File: config.mk
export PLATFORM = sky130hd
export DESIGN_NAME = vec_sum_sched_flat
export DESIGN_NICKNAME = d
export VERILOG_FILES = /design/src/rtl/vec_sum_sched_if.sv /design/src/rtl/vec_sum_sched.sv /design/src/flat_wrapper.sv
export SDC_FILE = /design/constraint.sdc
export NUM_CORES = 1
export LEC_CHECK = 0
export ABC_AREA = 0
export BUFFER_PORTS_ARGS = -buffer_cell sky130_fd_sc_hd__buf_2
export CORE_MARGIN = 5
export CORE_UTILIZATION = 35
export CTS_CLUSTER_DIAMETER = 40
export DETAILED_ROUTE_END_ITERATION = 8
export PLACE_DENSITY = 0.67
export RECOVER_POWER = 25
export SETUP_SLACK_MARGIN = 0.15
export SYNTH_ARGS = -nofsm -noshare
export SYNTH_HDL_FRONTEND = slang
export SYNTH_SLANG_ARGS = --single-unit
File: constraint.sdc
create_clock -name clock -period 2.1 [get_ports clock]
set_input_delay 0.105 -clock clock [delete_from_list [all_inputs] [get_ports clock]]
set_output_delay 0.105 -clock clock [all_outputs]
set_load 0.005 [all_outputs]
File: src/rtl/vec_sum_sched_if.sv
// Requester-side handshake plus engine-side data/sum wiring for vec_sum_sched.
// The slave modport is the scheduler; the master modport is the requesters and engine.
interface vec_sum_sched_if #(
    parameter int DATA_W = 16,
    parameter int POS_W  = 4,
    parameter int N_REQ  = 4
);
    logic [N_REQ-1:0]        req_valid;
    logic [N_REQ*DATA_W-1:0] req_data;
    logic [N_REQ-1:0]        req_ready;
    logic [N_REQ-1:0]        resp_valid;
    logic [POS_W-1:0]        resp_sum;
    logic                    busy;
    logic [DATA_W-1:0]       eng_data;
    logic                    eng_reset;
    logic [POS_W-1:0]        eng_sum;

    modport slave (
        input  req_valid, req_data, eng_sum,
        output req_ready, resp_valid, resp_sum, busy, eng_data, eng_reset
    );

    modport master (
        output req_valid, req_data, eng_sum,
        input  req_ready, resp_valid, resp_sum, busy, eng_data, eng_reset
    );
endinterface

File: src/rtl/vec_sum_sched.sv
// Round-robin scheduler sharing one vec_sum engine between N_REQ requesters.
// One job at a time: accept, hold engine in reset for a load cycle, run CALC_CYC cycles, return sum.
module vec_sum_sched #(
    parameter int DATA_W   = 16,
    parameter int POS_W    = 4,
    parameter int N_REQ    = 4,
    parameter int CALC_CYC = 3
) (
    input  logic           clock,
    input  logic           reset,
    vec_sum_sched_if.slave bus
);
    localparam int IDX_W = (N_REQ > 1) ? $clog2(N_REQ) : 1;
    localparam int CNT_W = $clog2(CALC_CYC) + 1;

    typedef enum logic [1:0] {S_IDLE, S_LOAD, S_RUN, S_RESP} state_t;

    state_t              r_state, w_state_nxt;
    logic [IDX_W-1:0]    r_ptr, r_gnt, w_gnt, w_cand;
    logic                w_found;
    logic [CNT_W-1:0]    r_cnt;
    logic [DATA_W-1:0]   r_eng_data, w_sel_data;
    logic                r_eng_reset, r_busy;
    logic [N_REQ-1:0]    r_resp_valid, w_ready;
    logic [POS_W-1:0]    r_resp_sum;

    // Walk from farthest to nearest after the pointer so the nearest valid requester wins.
    always_comb begin
        w_found = 1'b0;
        w_gnt   = r_ptr;
        w_cand  = r_ptr;
        for (int k = N_REQ; k >= 1; k--) begin
            w_cand = IDX_W'((int'(r_ptr) + k) % N_REQ);
            if (bus.req_valid[w_cand]) begin
                w_found = 1'b1;
                w_gnt   = w_cand;
            end
        end
    end

    always_comb begin
        w_sel_data = '0;
        for (int i = 0; i < N_REQ; i++) begin
            if (w_gnt == IDX_W'(i)) w_sel_data = bus.req_data[i*DATA_W +: DATA_W];
        end
    end

    always_comb begin
        w_ready = '0;
        if (reset && r_state == S_IDLE && w_found) w_ready = N_REQ'(1) << w_gnt;
    end

    always_comb begin
        w_state_nxt = r_state;
        case (r_state)
            S_IDLE:  if (w_found) w_state_nxt = S_LOAD;
            S_LOAD:  w_state_nxt = S_RUN;
            S_RUN:   if (r_cnt == '0) w_state_nxt = S_RESP;
            S_RESP:  w_state_nxt = S_IDLE;
            default: w_state_nxt = S_IDLE;
        endcase
    end

    always_ff @(posedge clock) begin
        if (!reset) r_state <= S_IDLE;
        else        r_state <= w_state_nxt;
    end

    always_ff @(posedge clock) begin
        if (!reset) begin
            r_ptr        <= IDX_W'(N_REQ - 1);
            r_gnt        <= '0;
            r_cnt        <= '0;
            r_eng_data   <= '0;
            r_eng_reset  <= 1'b1;
            r_resp_valid <= '0;
            r_resp_sum   <= '0;
            r_busy       <= 1'b0;
        end else begin
            r_busy       <= (w_state_nxt != S_IDLE);
            // Engine only leaves reset for the RUN window.
            r_eng_reset  <= (w_state_nxt != S_RUN);
            r_resp_valid <= '0;
            case (r_state)
                S_IDLE: begin
                    if (w_found) begin
                        r_eng_data <= w_sel_data;
                        r_gnt      <= w_gnt;
                        r_ptr      <= w_gnt;
                    end
                end
                S_LOAD: r_cnt <= CNT_W'(CALC_CYC - 1);
                S_RUN: begin
                    if (r_cnt == '0) begin
                        r_resp_sum   <= bus.eng_sum;
                        r_resp_valid <= N_REQ'(1) << r_gnt;
                    end else begin
                        r_cnt <= r_cnt - 1'b1;
                    end
                end
                default: ;
            endcase
        end
    end

    assign bus.req_ready  = w_ready;
    assign bus.resp_valid = r_resp_valid;
    assign bus.resp_sum   = r_resp_sum;
    assign bus.busy       = r_busy;
    assign bus.eng_data   = r_eng_data;
    assign bus.eng_reset  = r_eng_reset;
endmodule

File: src/flat_wrapper.sv
// flat-port wrapper written by rule: the top's interface ports become plain ports
module vec_sum_sched_flat 
#(
    parameter int DATA_W   = 16,
    parameter int POS_W    = 4,
    parameter int N_REQ    = 4,
    parameter int CALC_CYC = 3
)
  (clock, reset, bus_req_valid, bus_req_data, bus_eng_sum, bus_req_ready, bus_resp_valid, bus_resp_sum, bus_busy, bus_eng_data, bus_eng_reset);
  vec_sum_sched_if #(.DATA_W(DATA_W), .POS_W(POS_W), .N_REQ(N_REQ)) bus_i ();
  input  logic clock;
  input  logic reset;
  input wire logic [$bits(bus_i.req_valid)-1:0] bus_req_valid;
  input wire logic [$bits(bus_i.req_data)-1:0] bus_req_data;
  input wire logic [$bits(bus_i.eng_sum)-1:0] bus_eng_sum;
  output wire logic [$bits(bus_i.req_ready)-1:0] bus_req_ready;
  output wire logic [$bits(bus_i.resp_valid)-1:0] bus_resp_valid;
  output wire logic [$bits(bus_i.resp_sum)-1:0] bus_resp_sum;
  output wire logic [$bits(bus_i.busy)-1:0] bus_busy;
  output wire logic [$bits(bus_i.eng_data)-1:0] bus_eng_data;
  output wire logic [$bits(bus_i.eng_reset)-1:0] bus_eng_reset;
  assign bus_i.req_valid = bus_req_valid;
  assign bus_i.req_data = bus_req_data;
  assign bus_i.eng_sum = bus_eng_sum;
  assign bus_req_ready = bus_i.req_ready;
  assign bus_resp_valid = bus_i.resp_valid;
  assign bus_resp_sum = bus_i.resp_sum;
  assign bus_busy = bus_i.busy;
  assign bus_eng_data = bus_i.eng_data;
  assign bus_eng_reset = bus_i.eng_reset;
  vec_sum_sched #(.DATA_W(DATA_W), .POS_W(POS_W), .N_REQ(N_REQ), .CALC_CYC(CALC_CYC)) u_core (.clock(clock), .reset(reset), .bus(bus_i));
endmodule
==> results of run 1 <==
## Yosys cell counts (6+ instances only)
cell type	count	area share
dfxtp_1	35	0.37
o21ai_0	22	0.058
a21oi_1	14	0.037
nand2_1	13	0.026
nand3_1	11	0.029
nor2_1	11	0.022
a211oi_1	8	0.031
a21o_1	8	0.031
a221oi_1	8	0.037
and3_1	8	0.026
buf_2	8	0.021
nor2b_1	8	0.026
o22ai_1	8	0.026
o31ai_1	8	0.031
ha_1	6	0.039
inv_1	6	0.012
## how the worst max path moves through the flow
stage                                                     end  slack [ns]
after floorplan                    u_core.bus.busy$_SDFF_PN0_        0.45
after global placement    u_core.bus.eng_data[4]$_SDFFE_PN0P_      -0.003
after detailed placement  u_core.bus.eng_data[4]$_SDFFE_PN0P_       -0.05
after CTS                                    bus_req_ready[0]        0.16
after global routing                         bus_req_ready[0]        0.11
final                                        bus_req_ready[0]        0.22
## power breakdown
group	internal [mW]	switching, mW
sequential	0.938	0.172
combinational	0.786	0.919
clock	0.237	0.268
total	1.96	1.36
## per-layer routing
layer	part of all wire	track usage
met3	0.073	0.0415
met5	0	0
met2	0.49	0.279
met1	0.42	0.193
met4	0.013	0.0570
## flip-flops by register name (all words and copies together) (netlist names)
register / flops
u_core.bus.busy: 1
u_core.bus.eng_data: 16
u_core.bus.eng_reset: 1
u_core.bus.resp_sum: 4
u_core.bus.resp_valid: 4
u_core.r_cnt: 3
u_core.r_gnt: 2
u_core.r_ptr: 2
u_core.r_state: 2
## cells by family (layout without fill, tap and decap cells)
| group | Yosys count | after routing |
|---|---|---|
| AO/OA/AOI/OAI | 89 | 89 |
| AND/OR/NAND/NOR | 70 | 70 |
| flip-flops | 35 | 35 |
| buffers and inverters | 22 | 123 |
| adder cells (fa/ha/maj) | 6 | 6 |
| multiplexers | 6 | 6 |
## layout make-up
| class | instances | area (sq um) | area share |
|---|---|---|---|
| Timing Repair Buffer | 109 | 554 | 0.213 |
| Inverter | 6 | 22.5 | 0.00866 |
| Clock buffer | 5 | 68.8 | 0.0265 |
| Multi-Input combinational cell | 171 | 1140 | 0.437 |
| Sequential cell | 35 | 706 | 0.271 |
| Tap cell | 72 | 90.1 | 0.0346 |
| Clock inverter | 3 | 23.8 | 0.00914 |
## what timing repair did
| action | 4_1_cts | 5_1_grt |
|---|---|---|
| hold buffers | 0 | 0 |
| pin swaps | 0 | 1 |
| endpoints found under the setup margin | 10 | 10 |
| buffers inserted | 1 | 1 |
| gates resized for setup | 4 | 5 |
## through the flow
step	std cells	utilization	setup slack [ns]
finish	401	0.481	0.219
global route	401	0.481	0.108
CTS	400	0.477	0.162
detailed placement	391	0.456	-0.0460
global placement	391	0.456	-0.00253
floorplan	228	-	0.451
## tightest hold or removal path, stage by stage
cell and delay, ns:
buf_2 0.07, mux2i_1 0.05, nor2b_1 0.10
==> impl_metrics.toml, run 1 <==
[run_status]
status = "complete, no violations"

[worst_setup_path]
cpPeakStageDelay_ns = 0.38
reg2reg_to = "u_core.bus.busy$_SDFF_PN0_"
crit_buf_inv = 2
cp_max_fo = 13
cp_cell_sequence = "or2b_4 -> o21ai_1 -> a221o_2 -> buf_4 -> a211oi_1 -> buf_2"
path_class = "reg -> out"
path_delay_family = "compound AO/OA/AOI/OAI gates"
crit_arrival_ns = 1.78
critical_path_required_ns = 2.00
cpMaxStageDelayCell = "dfxtp_4"
path_depth = 6
critPathLaunchType = "register"
startpoint = "u_core.r_ptr[0]$_SDFFE_PN1P_"
reg2reg_from = "u_core.r_state[0]$_SDFF_PN0_"
endpoint_kind = "primary output"
ff2ff_path_depth = 7
rrSetupSlack_ns = 0.35

[grt]
grt_max_degree = 27
grt_pass1_wl_microns = 9290
gr-total-overflow = 0
grt_pass1_vias = 2068
track_usage = 0.162
antenna_found_initial = 0

[placed_design]
hpwlAfterDp_microns = 4350
io_buffer_count = 103
placed_cell_area_sq_mm = 0.00247
gp_congestion = 0.807

[detailed_routing]
drt_iter0_drc = 77
wirelength_microns = 5830
routedWlPerCell_microns = 14.5
drc = 0
first_pass_iters = 4
final_antenna_net_count = 0
vias_per_cell = 5.16
vias = 2068

[timing]
tns_ns = 0
slew_headroom = 0.665
drv_slew = 0
fmax_mhz = 532
setup_viol = 0
finalHoldViolCount = 0
whs_ns = 0.0730
fin_crit_sh = 0.896
rsz0062_at_grt = "yes"
fin_crit_ns = 1.88
worstMarginPinSlew_ns = 0.498
finClkSkew_ns = 0.00655

[floorplanning]
die-area_sq_mm = 0.00704
die_h_microns = 83.9
core_sq_mm = 0.00541
row_count = 27
io_pins = 104
chipWidth_microns = 83.9
initial_core_util = 0.354

[final_layout]
drive_gt1_frac = 0.380
layout_commonest_cell = "buf_2"
n_antenna_cell = 0
final_area_sq_mm = 0.00260
num-fill-cells = 552
syn_to_final_growth_pct = 36.0
layout_common_cells = "98 x buf_2, 33 x dfxtp_1, 22 x o21ai_0"
fin_nets = 408

[yosys]
syn_inst = 228
synth_area_sq_mm = 0.00191
ys_types = 44
syn_avg_cell_area_sq_um = 8.39
synth_top_family_by_area = "compound AO/OA/AOI/OAI gates"
ys_warn_count = 0
synth-main-ff-cell = "dfxtp_1"
synthAdderAreaFrac = 0.0392
synth-simple-area-share = 0.197
ys_seq_area_frac = 0.366
syn_nets = 308
synth_edf_count = 0
synth-compound-area-share = 0.311
synth_xor_area_frac = 0
async_reset_ff_frac = 0
ys_ff_latch = 35
synth.area.mux_share = 0.0320

[min_path]
hold-path-cell-count = 3
min-delay-start = "bus_eng_sum[3]"
hold_end = "u_core.bus.resp_sum[3]$_SDFFE_PN0P_"
hold_class = "in -> reg"

[cts]
tritoncts = "yes"
clock_sinks = 35
cts_root_buffer = "clkbuf_8"
cts_buffers = 5
htreeDepth = 2
clkTransAtPathRegs_ns = 0.08
clock_latency_ns = 0.29
clockBufferDepth = 2

[pwr]
p_leak_nw = 1.18
pwr_density_cell_mw_per_mm2 = 1280
ir_drop_v = 0.000508
finalPower_mw = 3.32

[flow_run]
max_cap_violations = 0
(Power assumes the default switching activity.)
==> inputs of run 2 (changes only) <==
--- a/config.mk
+++ b/config.mk
@@ -7,12 +7,14 @@
 export LEC_CHECK = 0
 export ABC_AREA = 0
 export BUFFER_PORTS_ARGS = -buffer_cell sky130_fd_sc_hd__buf_2
+export CAP_MARGIN = 20
 export CORE_MARGIN = 5
 export CORE_UTILIZATION = 35
 export CTS_CLUSTER_DIAMETER = 40
 export DETAILED_ROUTE_END_ITERATION = 8
 export PLACE_DENSITY = 0.67
 export RECOVER_POWER = 25
+export REMOVE_ABC_BUFFERS = 1
 export SETUP_SLACK_MARGIN = 0.15
 export SYNTH_ARGS = -nofsm -noshare
 export SYNTH_HDL_FRONTEND = slang
==> impl_metrics.toml, run 2 (synthesis results as in run 1) <==
[placed_design]
io_buffer_count = 103
gp_congestion = 0.884
hpwlAfterDp_microns = 4450
place_ws_ns = -0.0461

[pwr]
power.internal_mw = 2.07
seqPwrFrac = 0.319
clock_power_share = 0.177
p_leak_nw = 1.19
swShare = 0.399
pwr_density_cell_mw_per_mm2 = 1320
ir_drop_v = 0.000480
p_switching_mw = 1.37
pwr-share-comb = 0.503

[grt]
gr-total-overflow = 0
grt_pass1_wl_microns = 9720
grt_pass1_vias = 2069
grt_max_degree = 27
antenna_found_initial = 0
track_usage = 0.166

[final_layout]
syn_to_final_growth_pct = 36.7
num-fill-cells = 567
layout_common_cells = "96 x buf_2, 34 x dfxtp_1, 22 x o21ai_0"
fin_nets = 409
largest_register_ffs = 16
layout_commonest_cell = "buf_2"
drive_gt1_frac = 0.370
n_antenna_cell = 0

[timing]
fin_crit_ns = 1.82
rsz0062_at_grt = "yes"
slew_headroom = 0.686
finalHoldViolCount = 0
worstMarginPinSlew_ns = 0.467
fin_crit_sh = 0.865
finClkSkew_ns = 0.00764
drv_slew = 0
worst_slack_ns = 0.284
whs_ns = 0.0727
tns_ns = 0
setup_viol = 0
fmax_mhz = 551

[worst_setup_path]
crit_arrival_ns = 1.71
cpPeakStageDelay_ns = 0.57
crit_buf_inv = 2
rrSetupSlack_ns = 0.31
cp_max_fo = 15
path_class = "reg -> out"
path_delay_family = "flip-flops"
cpMaxStageDelayCell = "dfxtp_1"
cp_cell_sequence = "o211ai_2 -> buf_4 -> a211oi_1 -> buf_2"
endpoint_kind = "primary output"
critical_path_required_ns = 2.00
critPathLaunchType = "register"

[cts]
htreeDepth = 2
tritoncts = "yes"
clockBufferDepth = 2
clock_latency_ns = 0.29
clock_sinks = 35
cts_hold_buffers = 0
cts_buffers = 5
cts_root_buffer = "clkbuf_8"
clkTransAtPathRegs_ns = 0.08

[flow_run]
max_cap_violations = 0

[detailed_routing]
final_antenna_net_count = 0
wirelength_microns = 5950
vias_per_cell = 5.12
wl_met2_microns = 2880
first_pass_iters = 4
vias = 2058
met1_length_microns = 2640
highest_layer = "met4"
wl_met3_microns = 349
drc = 0
drt_iter0_drc = 146
routedWlPerCell_microns = 14.8

[floorplanning]
chipWidth_microns = 83.9
die_h_microns = 83.9
row_count = 27
initial_core_util = 0.354
core_sq_mm = 0.00541
die-area_sq_mm = 0.00704
io_pins = 104

[run_status]
status = "complete, no violations"

[min_path]
hold_class = "in -> reg"
==> run 2: changes by cell type in the layout (fill, tap and decap cells not counted), sizes merged <==
cell	before	now
clkbuf	10	12
clkinv	0	2
clkinvlp	2	0
buf	104	103
bufinv	0	1
inv	7	6
==> run 2: what timing repair did <==
action,in CTS,in global routing
endpoints found under the setup margin,10,12
gates cloned,0,0
gates resized for setup,3,3
buffers inserted,3,0
pin swaps,1,0
==> run 2: path summary, 6_finish.rpt <==
| check | cells after the start | start | endpoint |
|---|---|---|---|
| max | 4 | u_core.r_ptr[1]$_SDFFE_PN1P_ | bus_req_ready[0] |
| min | 3 | bus_eng_sum[1] | u_core.bus.resp_sum[1]$_SDFFE_PN0P_ |
| max reg2reg | 6 | u_core.r_ptr[0]$_SDFFE_PN1P_ | u_core.bus.eng_data[4]$_SDFFE_PN0P_ |
| min reg2reg | 2 | u_core.bus.eng_data[0]$_SDFFE_PN0P_ | u_core.bus.eng_data[0]$_SDFFE_PN0P_ |
==> run 2: worst reg2reg max path: cells and delay by family, from the launching register on <==
kind                   cells  cell delay [ns]
DFF                        1             0.39
buffers and inverters      1             0.18
and+or+nand+nor            1             0.19
AOI/OAI and AO/OA          3             0.68
muxes                      1             0.27
==> run 2: stage by stage <==
step / area, sq um / power (mW) / instances / utilization
floorplan: 1830 / 2.14 / 212 / -
global placement: 2470 / 2.76 / 391 / 0.456
detailed placement: 2470 / 2.80 / 391 / 0.456
CTS: 2610 / 3.47 / 402 / 0.484
global route: 2620 / 3.74 / 402 / 0.484
finish: 2620 / 3.45 / 402 / 0.484
==> run 2: cell type report <==
cell class / count / area (sq um) / area share
Clock inverter: 3 / 43.8 / 0.0167
Inverter: 6 / 22.5 / 0.00861
Sequential cell: 35 / 702 / 0.268
Timing Repair Buffer: 110 / 559 / 0.214
Clock buffer: 5 / 68.8 / 0.0263
Tap cell: 72 / 90.1 / 0.0344
Multi-Input combinational cell: 171 / 1130 / 0.432
==> run 2: power groups by stage <==
stage	Sequential, mW	Clock, mW	Combinational [mW]
floorplan	1.11	0	1.04
global placement	1.10	0	1.66
detailed placement	1.11	0	1.70
CTS	1.10	0.629	1.75
global route	1.14	0.659	1.94
finish	1.10	0.611	1.73
==> run 2: routing by layer <==
metal / track usage / up-vias
met1: 0.218 / 929
met4: 0.0482 / 0
met2: 0.276 / 74
met3: 0.0326 / 7
met5: 0 / -
li1: - / 1048
